**src/rtl/mag_cmp_seq_if.sv**
```systemverilog
// mag_cmp_seq_if: handshake and result bundle for the streamed magnitude
// comparator.
//   master : testbench/driver side. Drives start, a_in, b_in, in_valid.
//   slave  : comparator side. Drives in_ready, busy, done, eq, gt, lt,
//            mismatch_cnt.
// W is the word width. N_WORDS is the number of words per operand.
interface mag_cmp_seq_if #(
  parameter int W       = 8,
  parameter int N_WORDS = 4
);
  localparam int CW = $clog2(N_WORDS + 1);

  logic          start;
  logic [W-1:0]  a_in;
  logic [W-1:0]  b_in;
  logic          in_valid;
  logic          in_ready;
  logic          busy;
  logic          done;
  logic          eq;
  logic          gt;
  logic          lt;
  logic [CW-1:0] mismatch_cnt;

  modport master (
    output start, a_in, b_in, in_valid,
    input  in_ready, busy, done, eq, gt, lt, mismatch_cnt
  );

  modport slave (
    input  start, a_in, b_in, in_valid,
    output in_ready, busy, done, eq, gt, lt, mismatch_cnt
  );
endinterface

```
**src/rtl/mag_cmp_seq.sv**
```systemverilog
// mag_cmp_seq: sequential unsigned magnitude comparator for two operands of
// N_WORDS x W bits. Word pairs arrive most-significant first, one pair per
// accepted beat (in_valid && in_ready).
//
// The block reports eq/gt/lt and counts the word positions that differ.
//
// Ports:
//   clk   - rising-edge clock
//   reset - synchronous, active-high; has priority over every other input
//   bus   - mag_cmp_seq_if.slave
//             inputs : start, a_in, b_in, in_valid
//             outputs: in_ready, busy, done, eq, gt, lt, mismatch_cnt
//
// Flow: IDLE --start--> COMPARE --N_WORDS beats--> DONE (1 cycle) --> IDLE.
// Results hold in IDLE until the next accepted start.
module mag_cmp_seq #(
  parameter int W       = 8,
  parameter int N_WORDS = 4
) (
  input  logic          clk,
  input  logic          reset,
  mag_cmp_seq_if.slave  bus
);
  localparam int CW = $clog2(N_WORDS + 1);

  typedef enum logic [1:0] {S_IDLE, S_COMPARE, S_DONE} state_t;

  state_t        state_q,   state_d;
  logic [CW-1:0] beat_q,    beat_d;
  logic [CW-1:0] mism_q,    mism_d;
  logic          decided_q, decided_d;
  logic          order_q,   order_d;    // 1: A > B at the deciding word
  logic          eq_q,      eq_d;
  logic          gt_q,      gt_d;
  logic          lt_q,      lt_d;

  logic accept;
  logic diff;

  always_comb begin
    state_d   = state_q;
    beat_d    = beat_q;
    mism_d    = mism_q;
    decided_d = decided_q;
    order_d   = order_q;
    eq_d      = eq_q;
    gt_d      = gt_q;
    lt_d      = lt_q;
    accept    = (state_q == S_COMPARE) && bus.in_valid;
    diff      = (bus.a_in != bus.b_in);

    case (state_q)
      S_IDLE: begin
        if (bus.start) begin
          state_d   = S_COMPARE;
          beat_d    = '0;
          mism_d    = '0;
          decided_d = 1'b0;
          order_d   = 1'b0;
          eq_d      = 1'b0;
          gt_d      = 1'b0;
          lt_d      = 1'b0;
        end
      end
      S_COMPARE: begin
        if (accept) begin
          beat_d = beat_q + 1'b1;
          if (diff) mism_d = mism_q + 1'b1;
          // Words arrive MSW first, so the first differing word fixes the
          // order. Later words only feed the mismatch count.
          if (!decided_q && diff) begin
            decided_d = 1'b1;
            order_d   = (bus.a_in > bus.b_in);
          end
          // Results are registered on the last beat so that they are
          // already valid during the DONE cycle.
          if (beat_q == CW'(N_WORDS - 1)) begin
            state_d = S_DONE;
            eq_d    = !decided_d;
            gt_d    = decided_d && order_d;
            lt_d    = decided_d && !order_d;
          end
        end
      end
      S_DONE:  state_d = S_IDLE;
      default: state_d = S_IDLE;
    endcase
  end

  always_ff @(posedge clk) begin
    if (reset) begin
      state_q   <= S_IDLE;
      beat_q    <= '0;
      mism_q    <= '0;
      decided_q <= 1'b0;
      order_q   <= 1'b0;
      eq_q      <= 1'b0;
      gt_q      <= 1'b0;
      lt_q      <= 1'b0;
    end else begin
      state_q   <= state_d;
      beat_q    <= beat_d;
      mism_q    <= mism_d;
      decided_q <= decided_d;
      order_q   <= order_d;
      eq_q      <= eq_d;
      gt_q      <= gt_d;
      lt_q      <= lt_d;
    end
  end

  // Handshake and status signals are decoded from the state register only.
  assign bus.in_ready     = (state_q == S_COMPARE);
  assign bus.busy         = (state_q != S_IDLE);
  assign bus.done         = (state_q == S_DONE);
  assign bus.eq           = eq_q;
  assign bus.gt           = gt_q;
  assign bus.lt           = lt_q;
  assign bus.mismatch_cnt = mism_q;
endmodule
```
**src/flat_wrapper.sv**
```systemverilog
// flat-port wrapper written by rule: the top's interface ports become plain ports
module mag_cmp_seq_flat 
#(
  parameter int W       = 8,
  parameter int N_WORDS = 4
)
  (clk, reset, bus_start, bus_a_in, bus_b_in, bus_in_valid, bus_in_ready, bus_busy, bus_done, bus_eq, bus_gt, bus_lt, bus_mismatch_cnt);
  mag_cmp_seq_if #(.W(W), .N_WORDS(N_WORDS)) bus_i ();
  input  logic clk;
  input  logic reset;
  input wire logic [$bits(bus_i.start)-1:0] bus_start;
  input wire logic [$bits(bus_i.a_in)-1:0] bus_a_in;
  input wire logic [$bits(bus_i.b_in)-1:0] bus_b_in;
  input wire logic [$bits(bus_i.in_valid)-1:0] bus_in_valid;
  output wire logic [$bits(bus_i.in_ready)-1:0] bus_in_ready;
  output wire logic [$bits(bus_i.busy)-1:0] bus_busy;
  output wire logic [$bits(bus_i.done)-1:0] bus_done;
  output wire logic [$bits(bus_i.eq)-1:0] bus_eq;
  output wire logic [$bits(bus_i.gt)-1:0] bus_gt;
  output wire logic [$bits(bus_i.lt)-1:0] bus_lt;
  output wire logic [$bits(bus_i.mismatch_cnt)-1:0] bus_mismatch_cnt;
  assign bus_i.start = bus_start;
  assign bus_i.a_in = bus_a_in;
  assign bus_i.b_in = bus_b_in;
  assign bus_i.in_valid = bus_in_valid;
  assign bus_in_ready = bus_i.in_ready;
  assign bus_busy = bus_i.busy;
  assign bus_done = bus_i.done;
  assign bus_eq = bus_i.eq;
  assign bus_gt = bus_i.gt;
  assign bus_lt = bus_i.lt;
  assign bus_mismatch_cnt = bus_i.mismatch_cnt;
  mag_cmp_seq #(.W(W), .N_WORDS(N_WORDS)) u_core (.clk(clk), .reset(reset), .bus(bus_i));
endmodule
```
**config.mk**
```make
export PLATFORM = sky130hd
export DESIGN_NAME = mag_cmp_seq_flat
export DESIGN_NICKNAME = d
export VERILOG_FILES = /design/src/rtl/mag_cmp_seq_if.sv /design/src/rtl/mag_cmp_seq.sv /design/src/flat_wrapper.sv
export SDC_FILE = /design/constraint.sdc
export NUM_CORES = 1
export LEC_CHECK = 0
export ABC_AREA = 0
export BUFFER_PORTS_ARGS = -buffer_cell sky130_fd_sc_hd__buf_2
export CAP_MARGIN = 5
export CELL_PAD_IN_SITES_DETAIL_PLACEMENT = 1
export CELL_PAD_IN_SITES_GLOBAL_PLACEMENT = 2
export CORE_ASPECT_RATIO = 1.5
export CORE_UTILIZATION = 27
export DETAILED_ROUTE_END_ITERATION = 6
export PLACE_DENSITY = 0.75
export SYNTH_ARGS = -nofsm -noshare
export SYNTH_HDL_FRONTEND = slang
export SYNTH_SLANG_ARGS = --single-unit
```
**constraint.sdc**
```tcl
create_clock -name clk -period 1.8 [get_ports clk]
set_input_delay 0.36 -clock clk [delete_from_list [all_inputs] [get_ports clk]]
set_output_delay 0.36 -clock clk [all_outputs]
set_load 0.02 [all_outputs]
```
# [Yosys cells after proc, flatten, opt, wreduce, memory -nomap -nowiden]
# Cells that the tools add are included.
[classes] mux=30 order_cmp=1 add_sub_neg=2 eq_ne=8 n_reduce_logical=14
[op_table] operator="$mux 1" count=15
[op_table] operator="$mux 3" count=4
[op_table] operator="$pmux 3 s2" count=2
[op_table] operator="$pmux 1 s2" count=5
[op_table] operator="$gt 8x8->1" count=1
[op_table] operator="$ne 8x8->1" count=1
[op_table] operator="$reduce_and 4->1" count=2
[op_table] operator="$add 3x1->3 const B" count=2
[op_table] operator="$mux 2" count=3
[op_table] operator="$ne 2x1->1 const B" count=3
[op_table] operator="$reduce_and 3->1" count=2
[op_table] operator="$logic_and 1x1->1" count=4
[op_table] operator="$pmux 2 s2" count=1
[op_table] operator="$reduce_bool 2->1" count=2
[op_table] operator="$eq 3x2->1 const B" count=1
[op_table] operator="$logic_not 1->1" count=3
[op_table] operator="$eq 2x1->1 const B" count=1
[op_table] operator="$eq 2x2->1 const B" count=1
[op_table] operator="$logic_not 2->1" count=1
[op_table] operator="$ne 2x2->1 const B" count=1
[totals] output_inout_bits=9 inputBits=20 elab_cells=63 reg_bits=13

# [Longest topological paths before layout]
[depth] depth_word=10 depth_mapped=6 mapped_depth_nobuf=6

# [Least setup slack after synthesis]
# No wires, ideal clock.
[synth_timing] path_kind="input -> register" startpoint="input port bus_b_in[2]" endpoint="register u_core.lt_q, in the netlist u_core.bus.lt" path_buffers=0 setup_ps=124 cell_stages=6 path_slack_ps=148 arrival_time_ps=1528 cell_sequence="inv_1 > ha_1 > and4_2 > a21oi_2 > o22ai_1 > o311a_2"
[synth_between] elab_chain_cells=10 elab_cells_between_ends=14 cone_classes="order compare: 1; eq/ne: 1; mux: 9; reduce/logical: 3"
[synth_rtl] element="start: declaration" line="flat_wrapper.sv:13" text="input wire logic [$bits(bus_i.b_in)-1:0] bus_b_in;"
[synth_rtl] element="branches (longest 6 deep; another with $gt 8x8->1)"
[synth_rtl] element="$logic_and 1x1->1 (*)" line="mag_cmp_seq.sv:81" text="lt_d = decided_d && !order_d;"
[synth_rtl] element="$mux 1 (*)" line="mag_cmp_seq.sv:77" text="if (beat_q == CW'(N_WORDS - 1)) begin"
[synth_rtl] element="$mux 1 (*)" line="mag_cmp_seq.sv:66" text="if (accept) begin"
[synth_rtl] element="$pmux 1 s2 (*)" line="mag_cmp_seq.sv:52" text="case (state_q)"
[synth_rtl] element="end signal: assignment" line="mag_cmp_seq.sv:108" text="lt_q <= lt_d;"
[synth_rtl] element="end: declaration" line="mag_cmp_seq.sv:35" text="logic lt_q, lt_d;"
# Mark *: on every way between the ends. The select of a mux whose other input is x is not followed.
# A chain may end at the register's enable or synchronous reset.

# [Worst setup path in the final report]
[layout_timing] startpoint="register u_core.beat_q[0]" endpoint="register u_core.lt_q, in the netlist u_core.bus.lt"
[layout_between] elab_chain_cells=3
[layout_rtl] element="start: declaration" line="mag_cmp_seq.sv:29" text="logic [CW-1:0] beat_q, beat_d;"
[layout_rtl] element="start signal: assignment" line="mag_cmp_seq.sv:102" text="beat_q <= beat_d;"
[layout_rtl] element="$eq 3x2->1" line="mag_cmp_seq.sv:77"
[layout_rtl] element="$ne 2x1->1 (no line)"
[layout_rtl] element="$reduce_and 4->1 (no line)"
# Every way passes these cells.

==> results.md <==
* Status: finished, final reports clean
* Slew Viols, Final at 0
* Synth-to-Final Area Change at 25.6%
* Placed cells at 167
* Multiplexer share of the synthesized area at 4.77%
* Synth Area in Adders at 15.9%
* Overall Power at 0.701 mW
* Tcrit/Tclk final at 87.9%
* CP endpoint kind: flop
* Non-filler cells, final at 171
* Antenna Cells at 0
* Critical Path Source Type: flop
* Synth cell types at 34
* Final hold vios at 0
* Maxcap violations at 0
* Die Ht at 71.4 um
* Avg Cell Area, Syn at 8.49 sq um
* Min Tclk post-route at 1.58 ns
* Mapped cell area at 866 sq um
* Post-CTS Setup Inserts at 0
* Hold Crit Class: in -> reg
* Nets at 164
* CTS buffer count at 3
* CTS Buffer Depth at 2
* Crit-path cells: ha_1, ha_1, nand3_1, a21oi_1, nor2_1, o311a_2
* Xor and xnor area share after synthesis at 0%
* Via count at 836
* Vias in the first global route at 858
* Root Buffer Master: clkbuf_8
* CTS tree: yes
* Top Ports at 29
* Sinks on the clock net at 13
* Syn Inst Count at 102
* Synthesized flop and latch total at 13
* Post-synthesis async set-or-reset flop share at 0%
* Synth cell count leaders: 13 x dfxtp_1, 13 x inv_1, 11 x ha_1
* GRT Residual Overflow at 0
* Synth Area in Simple Gates at 22.7%
* Worst Tran Pin Value at 0.374 ns
* Post-Route Utilization at 36.6%
* Post-synth top area share at 30.1%
* Biggest area consumer among synthesized cells: dfxtp_1
* Final setup viols at 0
* First-pass GRT wire length at 3580 um
* Max Fclk at 0.632 GHz
* Worst-Skew Late Latency at 0.24 ns
* Cell area power density at 645 nW/um^2
* WP buf/inv at 0
* Antenna violations before repair at 0
* Area contributors post-synth: dfxtp_1 30%, ha_1 16%, inv_1 5.6%, nor2_1 4.3%, a21oi_1 3.5%
* I/O Buffers at 28
* DR WL/cell at 12.3 um
* Reg clk slew, reported paths at 0.06 ns
* Core footprint at 2970 sq um
* Total GRT Usage at 14.6%
* EDFF count, synth at 0
* Worst Skew at 0.00420 ns
* Slowest stage delay, CP at 0.38 ns
* Data required time at the worst endpoint at 1.93 ns
* Dpl hpwl at 1830 um
* Post-CTS sizing at 0
* Rel. slew slack at 74.9%
* Initial Util at 29.1%
* CP Max Fanout at 3
* Critical path type: reg -> reg
* Row count at 24
* RePlAce Congestion at 0.688
* Most used cell, CP: ha_1
* CP arrival at 1.71 ns
* Share of layout cells above drive strength 1 at 30.3%
* Predominant post-synthesis flop cell: dfxtp_1
* H-tree depth at 1
* Final WL at 2100 um
* Peak VDD IR at 270 uV
* Sequential area share after synthesis at 30.1%
* Starting DRT DRC Count at 7
* Vias per cell at 4.89
* Filler cells at 379
* Synth Net Count at 133
* TritonRoute pass-1 iters at 3
* Die area at 3440 sq um
* Compound-Gate Fraction of Synth Area at 18.6%
* Main combinational cell family by area after synthesis: simple AND/OR/NAND/NOR gates
* Final ANT Viol Nets at 0
* Die Width at 48.2 um
* Hold-fix buffers, CTS at 0
* CP top delay family: compound AO/OA/AOI/OAI gates
* DRC at 0
* RSZ-0062 raised after global routing: false
* Synth Warn # at 0
* Leak at 0.535 nW
* Largest net degree at the start of global routing at 12
* Hold WS at 0.421 ns
* Slowest cell on the critical path: o311a_2
[sequential cells by signal (all words and copies together) (netlist names)]
signal,flops
u_core.bus.gt,1
u_core.decided_q,1
u_core.bus.mismatch_cnt,3
u_core.order_q,1
u_core.bus.lt,1
u_core.bus.eq,1
u_core.state_q,2
u_core.beat_q,3
[power breakdown]
group,internal (mW),switching (mW)
combinational,0.0606,0.0761
sequential,0.295,0.00878
clock,0.156,0.105
total,0.511,0.190
[per-layer routing]
metal,vias up,share of wire [%],track usage [%]
met2,20,58,26.1
met4,0,1.6,8.33
li1,423,-,-
met5,-,0,0
met1,391,37,15.2
met3,2,2.8,1.51
[cells by family after synthesis]
family | count (synthesis)
adder cells (fa/ha/maj) | 11
AO/OA/AOI/OAI | 22
buffers and inverters | 16
AND/OR/NAND/NOR | 36
flip-flops | 13
multiplexers | 4
[worst paths after layout]
kind / start / endpoint / slack [ns] / depth (start not counted)
setup / recovery: u_core.beat_q[0]$_SDFFE_PP0P_ / u_core.bus.lt$_SDFFE_PP0P_ / 0.22 / 6
hold / removal: bus_start / u_core.state_q[0]$_SDFFE_PP0P_ / 0.42 / 2
setup reg to reg: u_core.beat_q[0]$_SDFFE_PP0P_ / u_core.bus.lt$_SDFFE_PP0P_ / 0.22 / 6
hold reg to reg: u_core.order_q$_SDFFE_PP0P_ / u_core.order_q$_SDFFE_PP0P_ / 0.48 / 2
[cells in the final DEF, fill, tap and decap left out, drive strengths merged, types with 4 or more instances in the layout]
master / count
clkbuf: 4
inv: 13
nand3: 5
dfxtp: 13
ha: 11
a21oi: 7
nor2: 10
nand2: 6
buf: 29
nand2b: 4
[worst register-to-register path: stages, from the launching register on]
cell and delay (ns):
dfxtp_1 0.34, ha_1 0.16, ha_1 0.17, nand3_1 0.13, a21oi_1 0.23, nor2_1 0.07
o311a_2 0.38
[through the flow]
| stage | setup slack, ns | cell area, sq um | setup TNS (ns) |
|---|---|---|---|
| after floorplan | 0.148 | 866 | 0 |
| after global placement | 0.00219 | 1040 | 0 |
| after detailed placement | -0.0526 | 1040 | -0.150 |
| after CTS | 0.202 | 1090 | 0 |
| after global routing | 0.113 | 1090 | 0 |
| final | 0.218 | 1090 | 0 |
[cell type report]
class	count	area [sq um]	area share [%]
Multi-Input combinational cell	73	537	49.4
Sequential cell	13	260	23.9
Timing Repair Buffer	29	148	13.6
Inverter	13	48.8	4.49
Tap cell	39	48.8	4.49
Clock buffer	4	45.0	4.14
No activity file was read; power rests on OpenSTA's default activity.
